File: config.mk
export PLATFORM = sky130hd
export DESIGN_NAME = sram_ctrl_fsm
export DESIGN_NICKNAME = d
export VERILOG_FILES = /design/src/rtl/sram_ctrl_fsm.sv
export SDC_FILE = /design/constraint.sdc
export NUM_CORES = 1
export LEC_CHECK = 0
export BUFFER_PORTS_ARGS = -buffer_cell sky130_fd_sc_hd__buf_2
export CORE_ASPECT_RATIO = 1.5
export CORE_MARGIN = 2
export CORE_UTILIZATION = 36
export CTS_BUF_LIST = sky130_fd_sc_hd__clkbuf_4
export CTS_CLUSTER_DIAMETER = 100
export DETAILED_ROUTE_END_ITERATION = 12
export HOLD_SLACK_MARGIN = 0.12
export PLACE_DENSITY = 0.74
export REMOVE_ABC_BUFFERS = 1
export SLEW_MARGIN = 30
export SYNTH_ARGS = -nofsm -noshare
export SYNTH_HDL_FRONTEND = slang
export SYNTH_SLANG_ARGS = --single-unit
File: constraint.sdc
create_clock -name CLK -period 2.2 [get_ports CLK]
set_clock_uncertainty 0.05 [all_clocks]
set_input_delay 0.66 -clock CLK [delete_from_list [all_inputs] [get_ports CLK]]
set_output_delay 0.66 -clock CLK [all_outputs]
set_load 0.01 [all_outputs]
File: src/rtl/sram_ctrl_fsm.sv
// rtl/sram_ctrl_fsm.sv - SRAM subsystem controller FSM with power, access and read-return channels
module sram_ctrl_fsm #(
    parameter int DATA_WIDTH   = 16,
    parameter int ADDR_WIDTH   = 9,
    parameter int CMD_WIDTH    = 4,
    parameter int READ_LATENCY = 1
) (
    input  logic                  CLK,
    input  logic                  ASYNCRESETN,
    input  logic                  cmd_valid,
    output logic                  cmd_ready,
    input  logic [CMD_WIDTH-1:0]  cmd,
    input  logic                  din_valid,
    output logic                  din_ready,
    input  logic [DATA_WIDTH-1:0] din,
    output logic                  dout_valid,
    input  logic                  dout_ready,
    output logic [DATA_WIDTH-1:0] dout,
    output logic                  sram_pwr_en,
    output logic                  sram_en,
    output logic                  sram_wen,
    output logic [ADDR_WIDTH-1:0] sram_addr,
    output logic [DATA_WIDTH-1:0] sram_wdata,
    input  logic [DATA_WIDTH-1:0] sram_rdata,
    output logic                  illegal_cmd,
    output logic [2:0]            current_state
);

    localparam int CNT_W = $clog2(READ_LATENCY + 1);
    localparam logic [CNT_W-1:0]     CNT_LAST     = CNT_W'(READ_LATENCY);
    localparam logic [CMD_WIDTH-1:0] OP_POWER_OFF = CMD_WIDTH'(0);
    localparam logic [CMD_WIDTH-1:0] OP_POWER_ON  = CMD_WIDTH'(1);
    localparam logic [CMD_WIDTH-1:0] OP_READ      = CMD_WIDTH'(2);
    localparam logic [CMD_WIDTH-1:0] OP_WRITE     = CMD_WIDTH'(3);

    typedef enum logic [2:0] {
        S_OFF      = 3'd0,
        S_IDLE     = 3'd1,
        S_GET_ADDR = 3'd2,
        S_GET_DATA = 3'd3,
        S_WR_ISSUE = 3'd4,
        S_RD_ISSUE = 3'd5,
        S_RD_WAIT  = 3'd6,
        S_SEND     = 3'd7
    } state_t;

    state_t                r_state;
    state_t                w_next_state;
    logic                  w_illegal;
    logic                  r_illegal;
    logic                  r_is_write;
    logic [CNT_W-1:0]      r_cnt;
    logic [ADDR_WIDTH-1:0] r_addr;
    logic [DATA_WIDTH-1:0] r_wdata;
    logic [DATA_WIDTH-1:0] r_dout;
    logic                  w_cmd_hs;
    logic                  w_din_hs;
    logic                  w_rd_done;

    // Ready and SRAM strobes are pure state decodes, so no input reaches an output combinationally
    assign cmd_ready     = (r_state == S_OFF) || (r_state == S_IDLE);
    assign din_ready     = (r_state == S_GET_ADDR) || (r_state == S_GET_DATA);
    assign dout_valid    = (r_state == S_SEND);
    assign sram_pwr_en   = (r_state != S_OFF);
    assign sram_en       = (r_state == S_WR_ISSUE) || (r_state == S_RD_ISSUE);
    assign sram_wen      = (r_state == S_WR_ISSUE);
    assign sram_addr     = r_addr;
    assign sram_wdata    = r_wdata;
    assign dout          = r_dout;
    assign illegal_cmd   = r_illegal;
    assign current_state = r_state;

    assign w_cmd_hs  = cmd_valid && cmd_ready;
    assign w_din_hs  = din_valid && din_ready;
    assign w_rd_done = (r_state == S_RD_WAIT) && (r_cnt == CNT_LAST);

    // State register
    always_ff @(posedge CLK or negedge ASYNCRESETN) begin
        if (!ASYNCRESETN) begin
            r_state <= S_OFF;
        end else begin
            r_state <= w_next_state;
        end
    end

    // Next-state decode and illegal-command detection
    always_comb begin
        w_next_state = r_state;
        w_illegal    = 1'b0;
        case (r_state)
            S_OFF: begin
                if (w_cmd_hs) begin
                    if (cmd == OP_POWER_ON) w_next_state = S_IDLE;
                    else                    w_illegal    = 1'b1;
                end
            end
            S_IDLE: begin
                if (w_cmd_hs) begin
                    if (cmd == OP_POWER_OFF)                     w_next_state = S_OFF;
                    else if ((cmd == OP_READ) || (cmd == OP_WRITE)) w_next_state = S_GET_ADDR;
                    else if (cmd != OP_POWER_ON)                 w_illegal    = 1'b1;
                end
            end
            S_GET_ADDR: begin
                if (w_din_hs) w_next_state = r_is_write ? S_GET_DATA : S_RD_ISSUE;
            end
            S_GET_DATA: begin
                if (w_din_hs) w_next_state = S_WR_ISSUE;
            end
            S_WR_ISSUE: w_next_state = S_IDLE;
            S_RD_ISSUE: w_next_state = S_RD_WAIT;
            S_RD_WAIT: begin
                if (w_rd_done) w_next_state = S_SEND;
            end
            S_SEND: begin
                if (dout_ready) w_next_state = S_IDLE;
            end
            default: w_next_state = S_OFF;
        endcase
    end

    // Operation latch, address/data capture, read-latency counter and read-data capture
    always_ff @(posedge CLK or negedge ASYNCRESETN) begin
        if (!ASYNCRESETN) begin
            r_illegal  <= 1'b0;
            r_is_write <= 1'b0;
            r_cnt      <= '0;
            r_addr     <= '0;
            r_wdata    <= '0;
            r_dout     <= '0;
        end else begin
            r_illegal <= w_illegal;
            if ((r_state == S_IDLE) && w_cmd_hs) begin
                r_is_write <= (cmd == OP_WRITE);
            end
            if ((r_state == S_GET_ADDR) && w_din_hs) begin
                r_addr <= din[ADDR_WIDTH-1:0];
            end
            if ((r_state == S_GET_DATA) && w_din_hs) begin
                r_wdata <= din;
            end
            // Counter holds the index of the current wait cycle, 1..READ_LATENCY
            if (r_state == S_RD_ISSUE) begin
                r_cnt <= CNT_W'(1);
            end else if ((r_state == S_RD_WAIT) && !w_rd_done) begin
                r_cnt <= r_cnt + CNT_W'(1);
            end
            if (w_rd_done) begin
                r_dout <= sram_rdata;
            end
        end
    end

endmodule

# Yosys cells after proc, flatten, opt, wreduce, memory -nomap -nowiden
# Cells that the tools add are included.
# totals
mem_bits_ro	0
elab_cells	64
reg_bits	47
latchBits	0
input_bits	41
n_memories	0
ramBits	0
# classes
mux	20
add_sub_neg	1
bitwise	0
n_mul	0
n_div	0
n_reduce_logical	17
magnitude_cmp	0
n_shift	0
n_eq_ne	19
# ops
cell	n
$mux W3	10
$pmux W3 S8	1
$eq A3 B3 Y1 const B	4
$ne A2 B2 Y1 const B	5
$eq A4 B2 Y1 const B	2
$mux W1	8
$reduce_and A8 Y1	1
$logic_and A1 B1 Y1	7
$eq A3 B2 Y1 const B	2
$eq A4 B1 Y1 const B	1
$logic_not A4 Y1	1
$logic_or A1 B1 Y1	4
$ne A2 B1 Y1 const B	2
$ne A4 B1 Y1 const B	1
$eq A3 B1 Y1 const B	1
$logic_not A3 Y1	1
$ne A3 B1 Y1 const B	1
$reduce_bool A3 Y1	1
$pmux W1 S2	1
$reduce_bool A2 Y1	1
$add A1 B1 Y1 const B	1
$logic_not A1 Y1	1

# Longest topological paths before layout
# Gate-level depths: netlist of the first run.
# depth
word_depth	6
mapped_depth	6

# Worst setup path before layout of the first run
# No wires, ideal clock.
# synth_timing
path_type	reg-to-output
startpoint	register r_state[1] (netlist: current_state[1])
endpoint	output sram_pwr_en
stages_incl_launch_ff	4
arrival_time_ns	1.188
path_slack_ns	0.302
t_required_ns	1.490
path_buffers	2
cell_sequence	dfrtp_1 > buf_2 > buf_1 > or3_1
# synth_via
elab_chain_len	1
# synth_rtl
element	line	rtl
start: declaration	47	state_t r_state;
start signal: assignment	82	r_state <= w_next_state;
$reduce_bool A3 Y1	64	assign sram_pwr_en = (r_state != S_OFF);
end: declaration	19	output logic sram_pwr_en,
# Every way passes these cells.

# Final worst setup path of the first run
# Ends and elaborated chain as after synthesis.

==> results.md, run 1 <==
* Syn avg cell area at about 15 um2
* Outcome: completed
* Endpoint class of the critical path: primary output
* Fin crit share at roughly 95%
* Die ar. at 6299 um2
* LEAKAGE at ~1.3 nW
* Peak Freq at between 400 and 500 MHz
* Pwr dens at roughly 1400 nW/um2
* Final Hold Viols at 0
* Hold-fix buffers, CTS at 0
* Netlist cell types at 35
* Synth Cell Area at around 2000 um2
* GRT Total Usage at between 10% and 20%
* DRT Wirelength at around 4.2 mm
* Deepest clock path buffer count at 2
* Relative slew slack at a little under two thirds
* Clk sinks at 47
* Type of origin of the critical path: flop
* Initial Util at 37.44%
* Largest net degree at the start of global routing at 25
* Final count of negative-setup-slack endpoints at 0
* Post-synth EDFFs at 0
* Number of I/O pins at ~90
* I/O Buffers at a little over 90
* Postcts setup bufs at 0
* Reg-to-Reg End: dout[7]
* DR vias/cell at between 4 and 5
* Row count at 33
* CP max FO at 14
* DR pass1 iterations at 4
* VDD IR-drop max at 0.7093 mV
* Critical Path RT at roughly 1.5 ns
* Clk Latency, worst-skew pair at between 0.3 and 0.4 ns
* Final HPWL DP at 3.283 mm
* Post-route ant nets at 0
* Unrepaired setup endpoints after global routing: no
* Max-Cap Viols at 0
* Vias in the first global route at between 1000 and 1500
* Number of DRC markers in iteration 0 at 13
* Worst Max-Slew Pin Slew at around 0.54 ns
* Root buf cell: clkbuf_4
* Die Width at ~65 um
* Worst-path clk slew at ~0.13 ns
* Share of cells above drive strength 1 at approximately 64%
* Synth-to-layout area growth at 28.08%
* Cell count after synthesis at 140
* Ys flop type: dfrtp_1
* Area leader, netlist: dfrtp_1
* Number of H-tree levels at 2
* Final Critical Period at ~2.1 ns
* Seq/Total Area, Yosys at between 50% and 60%
* Die Ht at 96.21 um
* R2R Path Start: current_state[2]
* Setup TNS at 0 ns
* HP Class: in2async
* Ranking of synthesized cells by area: dfrtp_1, mux2_2, mux2_4, nor4b_4, a21oi_1
* Worst path arrival time at between 1 and 1.5 ns
* R2R cell count at 2
* Total CTS buffers at 5
* CTS tree: built
* Drt drc at 0
* FF-to-FF setup slack at around 0.49 ns
* Via count at between 1000 and 1500
* Crit path kind: reg2out
* Global-route wire length before repair at 6.837 mm
* Post-Place Cells at around 300
* Final Non-Filler Cells at a little over 300
* Ys Warns at 0
* WL/cell at between 10 and 15 um
* Synth Register Bits at between 40 and 50
* Placer Congestion at 0.7315
* Fraction of registers with async set/reset at 100.0%
* Core ar. at about 5500 um2
* Initial antenna violation count at 0
* Layout net count at around 280
* Diodes inserted at 0
* Gr ovfl total at 0
* Tot Pwr at 0.003692 W
* Final Slew Violations at 0
* Post-synth top area share at between 50% and 60%
worst max-delay path by stage:
stage	slack (ns)	from	depth (start not counted)	to
finish	0.11	current_state[1]	2	sram_pwr_en
global placement	0.29	cmd[0]	5	current_state[1]
CTS	0.04	current_state[0]	2	sram_pwr_en
global route	0.008	current_state[2]	2	sram_pwr_en
detailed placement	0.24	current_state[2]	2	dout[14]
floorplan	0.28	din_valid	3	sram_wdata[10]
final cells by class:
cell class                 count  area, um2
timing repair buffer          97      500.5
inverter                       1      3.754
fill                         532       2836
clock buffer                   5      37.54
sequential                    47       1180
tap                           70      87.58
clock inverter                 2      8.758
multi-input combinational     83      795.8
worst max-delay path, stage by stage, from the launching register on:
cell	delay, ns
dfrtp_2	0.53
or3_1	0.37
buf_2	0.14
cell families after synthesis:
group | share of synthesized area, %
flip-flops | 57.63
multiplexers | 25.51
AND/OR/NAND/NOR | 8.032
AO/OA/AOI/OAI | 5.028
buffers and inverters | 3.372
XOR/XNOR | 0.4293
where the power goes:
group          total, W  internal [W]  switching, W
combinational   0.00172      0.000964      0.000756
sequential      0.00161       0.00129      0.000313
clock          0.000363      0.000114      0.000250
metrics by stage:
step	area, um2	hold slack, ns	utilization, %	worst slack, ns
global placement	2564	0.4320	47.04	0.2862
CTS	2613	0.2361	47.93	0.04490
global route	2614	0.2404	47.96	0.007645
finish	2614	0.2280	47.96	0.1087
floorplan	1976	0.3144	-	0.2751
detailed placement	2564	0.4379	47.04	0.2445
per-layer routing:
layer | share of wire, % | vias up | global-route usage, % | wire length, um
li1 | - | 690 | - | -
met1 | 36 | 737 | 16.12 | 1506
met2 | 59 | 38 | 25.77 | 2497
met3 | 3.5 | 5 | 2.924 | 149
met4 | 1.8 | 0 | 5.729 | 74
met5 | 0 | - | 0 | 0
synthesized netlist by cell type (2+ instances only):
cell and number:
dfrtp_1 47, a21oi_1 4, clkbuf_1 2, nor2_1 4, nor3b_1 2, nor2b_1 3, nand3_1 2, buf_2 3
mux2_4 10, mux2_2 32, o21ai_0 3, or3_1 2, nand2_1 3, and3_1 2
placed cells by master, fill, tap and decap left out, types with 2 or more instances in the layout:
cell       n
buf_4      6
nand2_1    3
dfrtp_2    3
nor2_1     4
nor3b_1    2
o21ai_0    3
mux2_2    32
clkbuf_4   5
nor2b_1    3
mux2_4    10
a21oi_1    4
or3_1      2
nand3_1    2
dfrtp_1   44
and3_1     2
buf_2     91
repair_timing:
action / CTS / global route
gates resized for setup: 2 / 1
gates cloned: 0 / 0
setup endpoints to repair: 3 / 1
hold endpoints to repair: 0 / 0
registers in the layout, summed over array words and instances, names as in the netlist:
register	count
dout	16
sram_wdata	16
sram_addr	9
current_state	3
illegal_cmd	1
r_cnt	1
r_is_write	1
Note: power is estimated with default switching activity, not from simulation.
==> run 2: changes to the inputs <==
--- a/config.mk
+++ b/config.mk
@@ -5,15 +5,15 @@
 export SDC_FILE = /design/constraint.sdc
 export NUM_CORES = 1
 export LEC_CHECK = 0
-export BUFFER_PORTS_ARGS = -buffer_cell sky130_fd_sc_hd__buf_2
+export BUFFER_PORTS_ARGS = -buffer_cell sky130_fd_sc_hd__clkbuf_2
 export CORE_ASPECT_RATIO = 1.5
 export CORE_MARGIN = 2
-export CORE_UTILIZATION = 36
+export CORE_UTILIZATION = 45
 export CTS_BUF_LIST = sky130_fd_sc_hd__clkbuf_4
 export CTS_CLUSTER_DIAMETER = 100
 export DETAILED_ROUTE_END_ITERATION = 12
 export HOLD_SLACK_MARGIN = 0.12
-export PLACE_DENSITY = 0.74
+export PLACE_DENSITY = 0.87
 export REMOVE_ABC_BUFFERS = 1
 export SLEW_MARGIN = 30
 export SYNTH_ARGS = -nofsm -noshare
==> run 2 against run 1 <==
The run now ends with DRC left; setup slack got worse by 0.015 ns; first-iteration DRC count grew 130%; global-route usage up 3.3 points; largest cell class unchanged; wire length decreased by 1.3%; flip-flop and latch count stayed put.
==> results.md, run 2 (synthesis results as in run 1) <==
* Placer Congestion at roughly 0.81
* Final HPWL DP at approximately 3.2 mm
* Global-route wire length before repair at between 6 and 7 mm
* Peak Freq at around 470 MHz
* Post-DP Area at about 2500 um2
* Post-route ant nets at 0
* Via count at approximately 1500
* Final Slew Violations at 0
* CP max FO at 11
* # fillers at 378
* Pwr dens at ~1500 nW/um2
* Root buf cell: clkbuf_4
* Largest net degree at the start of global routing at 48
* Critical Path RT at approximately 1.5 ns
* Register area at 1182 um2
* Fin crit share at between 90 and 100%
* Max-Cap Viols at 0
* Outcome: finished, violations left
* Most common cell after layout, fill and taps aside: clkbuf_2
* Vias in the first global route at between 1000 and 1500
* Buf/Inv on CP at 2
* Unrepaired setup endpoints after global routing: no
* Diodes inserted at 0
* Design area at ~2600 um2
* GRT Total Usage at around 17%
* Hold-fix buffers, CTS at 0
* Clk sinks at 47
* Die Ht at 86.48 um
* Die Width at a little under 60 um
* Relative slew slack at 61.09%
* Initial antenna violation count at 0
* Number of I/O pins at 92
* VDD IR-drop max at 0.6591 mV
* Endpoint class of the critical path: primary output
* Number of DRC markers in iteration 0 at 30
* Die ar. at just over 5000 um2
* WL/cell at between 10 and 15 um
* CTS tree: built
* Drt drc at 6
* Worst-path clk slew at about 0.14 ns
* I/O Buffers at between 90 and 100
* DRT Wirelength at 4.170 mm
* Crit path kind: reg2out
* Most frequent cells in the layout: clkbuf_2, dfrtp_1, mux2_2, mux2_4, clkbuf_4
* Final Hold Viols at 0
* Final Non-Filler Cells at 284
* Row count at 30
* LEAKAGE at approximately 1.3 nW
* Area of the multi-input gates at between 700 and 800 um2
* Deepest clock path buffer count at 2
* Layout net count at 276
* Post-Place Cells at 275
* Clk Latency, worst-skew pair at around 0.35 ns
* Final count of negative-setup-slack endpoints at 0
* Failing checks: DRC
* DR pass1 iterations at 8
* DR vias/cell at ~5.2
* Worst path arrival time at between 1 and 1.5 ns
* Number of H-tree levels at 2
* Initial Util at ~46%
* Core ar. at 4429 um2
* HP Class: in2async
* Share of cells above drive strength 1 at between 60 and 70%
* CP max-delay cell: dfrtp_2
* Gr ovfl total at 0
* Worst Max-Slew Pin Slew at about 0.6 ns
* Final Critical Period at between 2 and 2.5 ns
* Setup TNS at 0 ns
* Critical path, cell by cell: buf_4 -> nor2_2 -> clkbuf_2
* Crit path max-delay family: flip-flops
* Synth-to-layout area growth at 28.45%
* Total CTS buffers at 5
* Worst path max stage delay at approximately 0.50 ns
* Type of origin of the critical path: flop
[run 2: changes by cell type in the layout (fill, tap and decap cells not counted), sizes merged]
cell and change:
buf -92, clkbuf +92, bufinv +1
[run 2: power breakdown]
part | internal (W) | switching (W) | leakage, nW | total (W)
sequential | 0.00130 | 0.000301 | 0.552 | 0.00160
clock | 0.000234 | 0.000258 | 0.0426 | 0.000492
combinational | 0.000969 | 0.000803 | 0.742 | 0.00177
[run 2: path summary, 6_finish.rpt]
| kind | end | from | cells after the start | slack, ns |
|---|---|---|---|---|
| setup reg to reg | dout[9] | current_state[2] | 3 | 0.36 |
| max in group asynchronous | current_state[0] | ASYNCRESETN | 2 | 1.33 |
| hold / removal | sram_addr[6] | ASYNCRESETN | 2 | 0.33 |
| setup / recovery | cmd_ready | current_state[1] | 3 | 0.09 |
| hold reg to reg | dout[0] | dout[0] | 1 | 0.47 |
| min in group CLK | current_state[2] | dout_ready | 2 | 0.42 |
[run 2: layout make-up]
cell class / count / share of cell area, %
Multi-Input combinational cell: 83 / 30.45
Clock buffer: 5 / 1.432
Clock inverter: 3 / 1.480
Timing Repair Buffer: 97 / 19.09
Sequential cell: 47 / 45.11
Tap cell: 48 / 2.291
Inverter: 1 / 0.1432
[run 2: stage by stage]
step / hold slack (ns) / setup slack [ns] / utilization [%] / power (W)
floorplan: 0.3144 / 0.2751 / - / 0.002638
global placement: 0.4349 / 0.2832 / 57.09 / 0.003312
detailed placement: 0.4421 / 0.2394 / 57.09 / 0.003387
CTS: 0.3342 / 0.01050 / 58.87 / 0.003886
global route: 0.3392 / 0.009068 / 59.18 / 0.004147
finish: 0.3255 / 0.09401 / 59.18 / 0.003866
[run 2: repair_timing]
| item | CTS | global route |
|---|---|---|
| endpoints found under the setup margin | 5 | 2 |
| resized for setup | 2 | 3 |
| buffers inserted | 0 | 1 |
[run 2: metal layers]
metal,up-vias,share of wire [%],track usage (%),routed length [um]
li1,687,-,-,-
met1,720,36,19.94,1494
met2,57,56,29.80,2323
met3,8,6.6,5.373,276
met4,0,1.8,7.231,75
met5,-,0,0,0
==> run 3: changes to the inputs <==
--- a/config.mk
+++ b/config.mk
@@ -6,7 +6,6 @@
 export NUM_CORES = 1
 export LEC_CHECK = 0
 export BUFFER_PORTS_ARGS = -buffer_cell sky130_fd_sc_hd__clkbuf_2
-export CORE_ASPECT_RATIO = 1.5
 export CORE_MARGIN = 2
 export CORE_UTILIZATION = 45
 export CTS_BUF_LIST = sky130_fd_sc_hd__clkbuf_4
==> run 3 against run 2 <==
The flow now finishes without violations; final area up 0.81%; clock power down 23%; combinational power up 4%; first-iteration DRC count up 60%; cell count up 2.5%; worst hold slack worse by 0.072 ns; non-clock buffer count up 4; global-route usage down 0.86 points; utilization up 1.5 points; sequential power about the same; largest cell class unchanged; largest power group unchanged.
==> results.md, run 3 (synthesis results as in run 1) <==
* Outcome: completed
* WL met1 at 1.708 mm
* DR vias/cell at around 5
* CP max FO at 8
* Buf/Inv on CP at 1
* Share of cells above drive strength 1 at roughly two thirds
* Peak Freq at 475.5 MHz
* Post-DP Area at 2546 um2
* Highest routed layer: met4
* Final Hold Viols at 0
* Worst path max stage delay at between 0.5 and 0.6 ns
* Flop pwr share at between 40% and 50%
* Final Worst Setup Slack at slightly below 0.1 ns
* I/O Buffers at 91
* Root buf cell: clkbuf_4
* Total CTS buffers at 5
* WL/cell at 14.13 um
* Max-Cap Viols at 0
* Die ar. at ~5000 um2
* Clk sinks at 47
* Final HPWL DP at 3.099 mm
* Net Sw Frac at a little over a third
* Hold slack final at 0.2531 ns
* Setup TNS at 0 ns
* Design area at 2643 um2
* Post-route ant nets at 0
* GRT Total Usage at between 15 and 20%
* VDD IR-drop max at between 0.6 and 0.7 mV
* FF-to-FF setup slack at ~0.33 ns
* Worst path arrival time at 1.39 ns
* Comb power frac at 48.4%
* Crit path max-delay family: flip-flops
* DR pass1 iterations at 4
* Number of I/O pins at 92
* R2R Path Start: current_state[0]
* Drt drc at 0
* Via count at between 1000 and 1500
* Type of origin of the critical path: flop
* # fillers at 373
* Worst Max-Slew Pin Slew at slightly above 0.6 ns
* Deepest clock path buffer count at 2
* Largest net degree at the start of global routing at 25
* Initial antenna violation count at 0
* Setup crit end: sram_pwr_en
* Internal power at 0.002433 W
* Relative slew slack at between 50% and 60%
* Worst-path clk slew at 0.13 ns
* Met3 wire length at roughly 240 um
* Diodes inserted at 0
* Gr ovfl total at 0
* Number of DRC markers in iteration 0 at 48
* Clk pwr share at between 10% and 20%
* Final count of negative-setup-slack endpoints at 0
* Critical Path RT at around 1.5 ns
* Critical path, cell by cell: or3_1 -> clkbuf_2
* Met2 Wirelength at slightly above 2 mm
* Die Width at 71.34 um
* LEAKAGE at approximately 1.3 nW
* Placer Congestion at approximately 0.74
* Initial Util at a little under half
* Final Critical Period at 2.103 ns
* Endpoint class of the critical path: primary output
* Post-Place Cells at approximately 280
* Die Ht at 71.34 um
* Synth-to-layout area growth at 29.49%
* Row count at 24
* Pwr dens at between 1000 and 1500 nW/um2
* Global-route wire length before repair at roughly 6.6 mm
* Layout net count at 280
* Worst setup startpoint: current_state[0]
* Final Slew Violations at 0
* Core ar. at around 4400 um2
* Final Non-Filler Cells at between 200 and 300
* Clk Latency, worst-skew pair at roughly 0.34 ns
* Stages on the worst setup path at 2
* R2R cell count at 3
* Crit path kind: reg2out
* Place WS at about 0.26 ns
* Most common cell after layout, fill and taps aside: clkbuf_2
* CP max-delay cell: dfrtp_1
* Reg-to-Reg End: dout[7]
* Most frequent cells in the layout: clkbuf_2, dfrtp_1, mux2_2, mux2_4, buf_4
* CTS tree: built
* Unrepaired setup endpoints after global routing: no
* Switching power at between 0.001 and 0.0015 W
* Number of H-tree levels at 2
* Fin crit share at 95.59%
* DRT Wirelength at 4.111 mm
* Vias in the first global route at 1446
* HP Class: in2async
[run 3: what timing repair did]
item,4_1_cts,5_1_grt
setup buffers,0,5
setup endpoints to repair,5,3
hold buffers,0,0
gates cloned,0,0
gates resized for setup,3,1
[run 3: worst min-delay path by stage]
stage / startpoint / endpoint / slack [ns] / cells after the start
after floorplan: ASYNCRESETN / current_state[0] / 0.31 / 0
after global placement: r_cnt / r_cnt / 0.43 / 1
after detailed placement: dout[0] / dout[0] / 0.44 / 1
after CTS: ASYNCRESETN / dout[2] / 0.25 / 1
after global routing: ASYNCRESETN / dout[2] / 0.27 / 1
final: ASYNCRESETN / sram_wdata[10] / 0.25 / 1
[run 3: per-layer routing]
metal,up-vias,global-route usage (%)
met4,0,6.918
met2,57,28.19
met1,717,20.69
li1,701,-
met3,8,3.516
met5,-,0
[run 3: area by class of cell]
type | instances | area (um2) | area share [%]
flip-flops and latches | 47 | 1181 | 44.70
repair buffers | 101 | 543.0 | 20.55
inverters | 1 | 3.754 | 0.1420
multi-input cells | 83 | 798.3 | 30.21
clock buffers | 5 | 37.54 | 1.420
clock inverters | 2 | 13.76 | 0.5208
well taps | 52 | 65.06 | 2.462
[run 3: per-stage QoR]
stage	utilization [%]	total power (W)
final	60.69	0.003802
after global routing	60.69	0.004084
after CTS	59.77	0.003777
after detailed placement	58.48	0.003383
after global placement	58.48	0.003306
after floorplan	-	0.002638
[run 3: power by group through the flow]
| stage | clock network (W) | logic (W) | registers (W) |
|---|---|---|---|
| 2_1_floorplan | 0 | 0.000827 | 0.00181 |
| 3_3_place_gp | 0 | 0.00169 | 0.00161 |
| 3_5_place_dp | 0 | 0.00175 | 0.00163 |
| 4_1_cts | 0.000404 | 0.00175 | 0.00162 |
| 5_1_grt | 0.000437 | 0.00200 | 0.00164 |
| 6_report | 0.000378 | 0.00184 | 0.00158 |
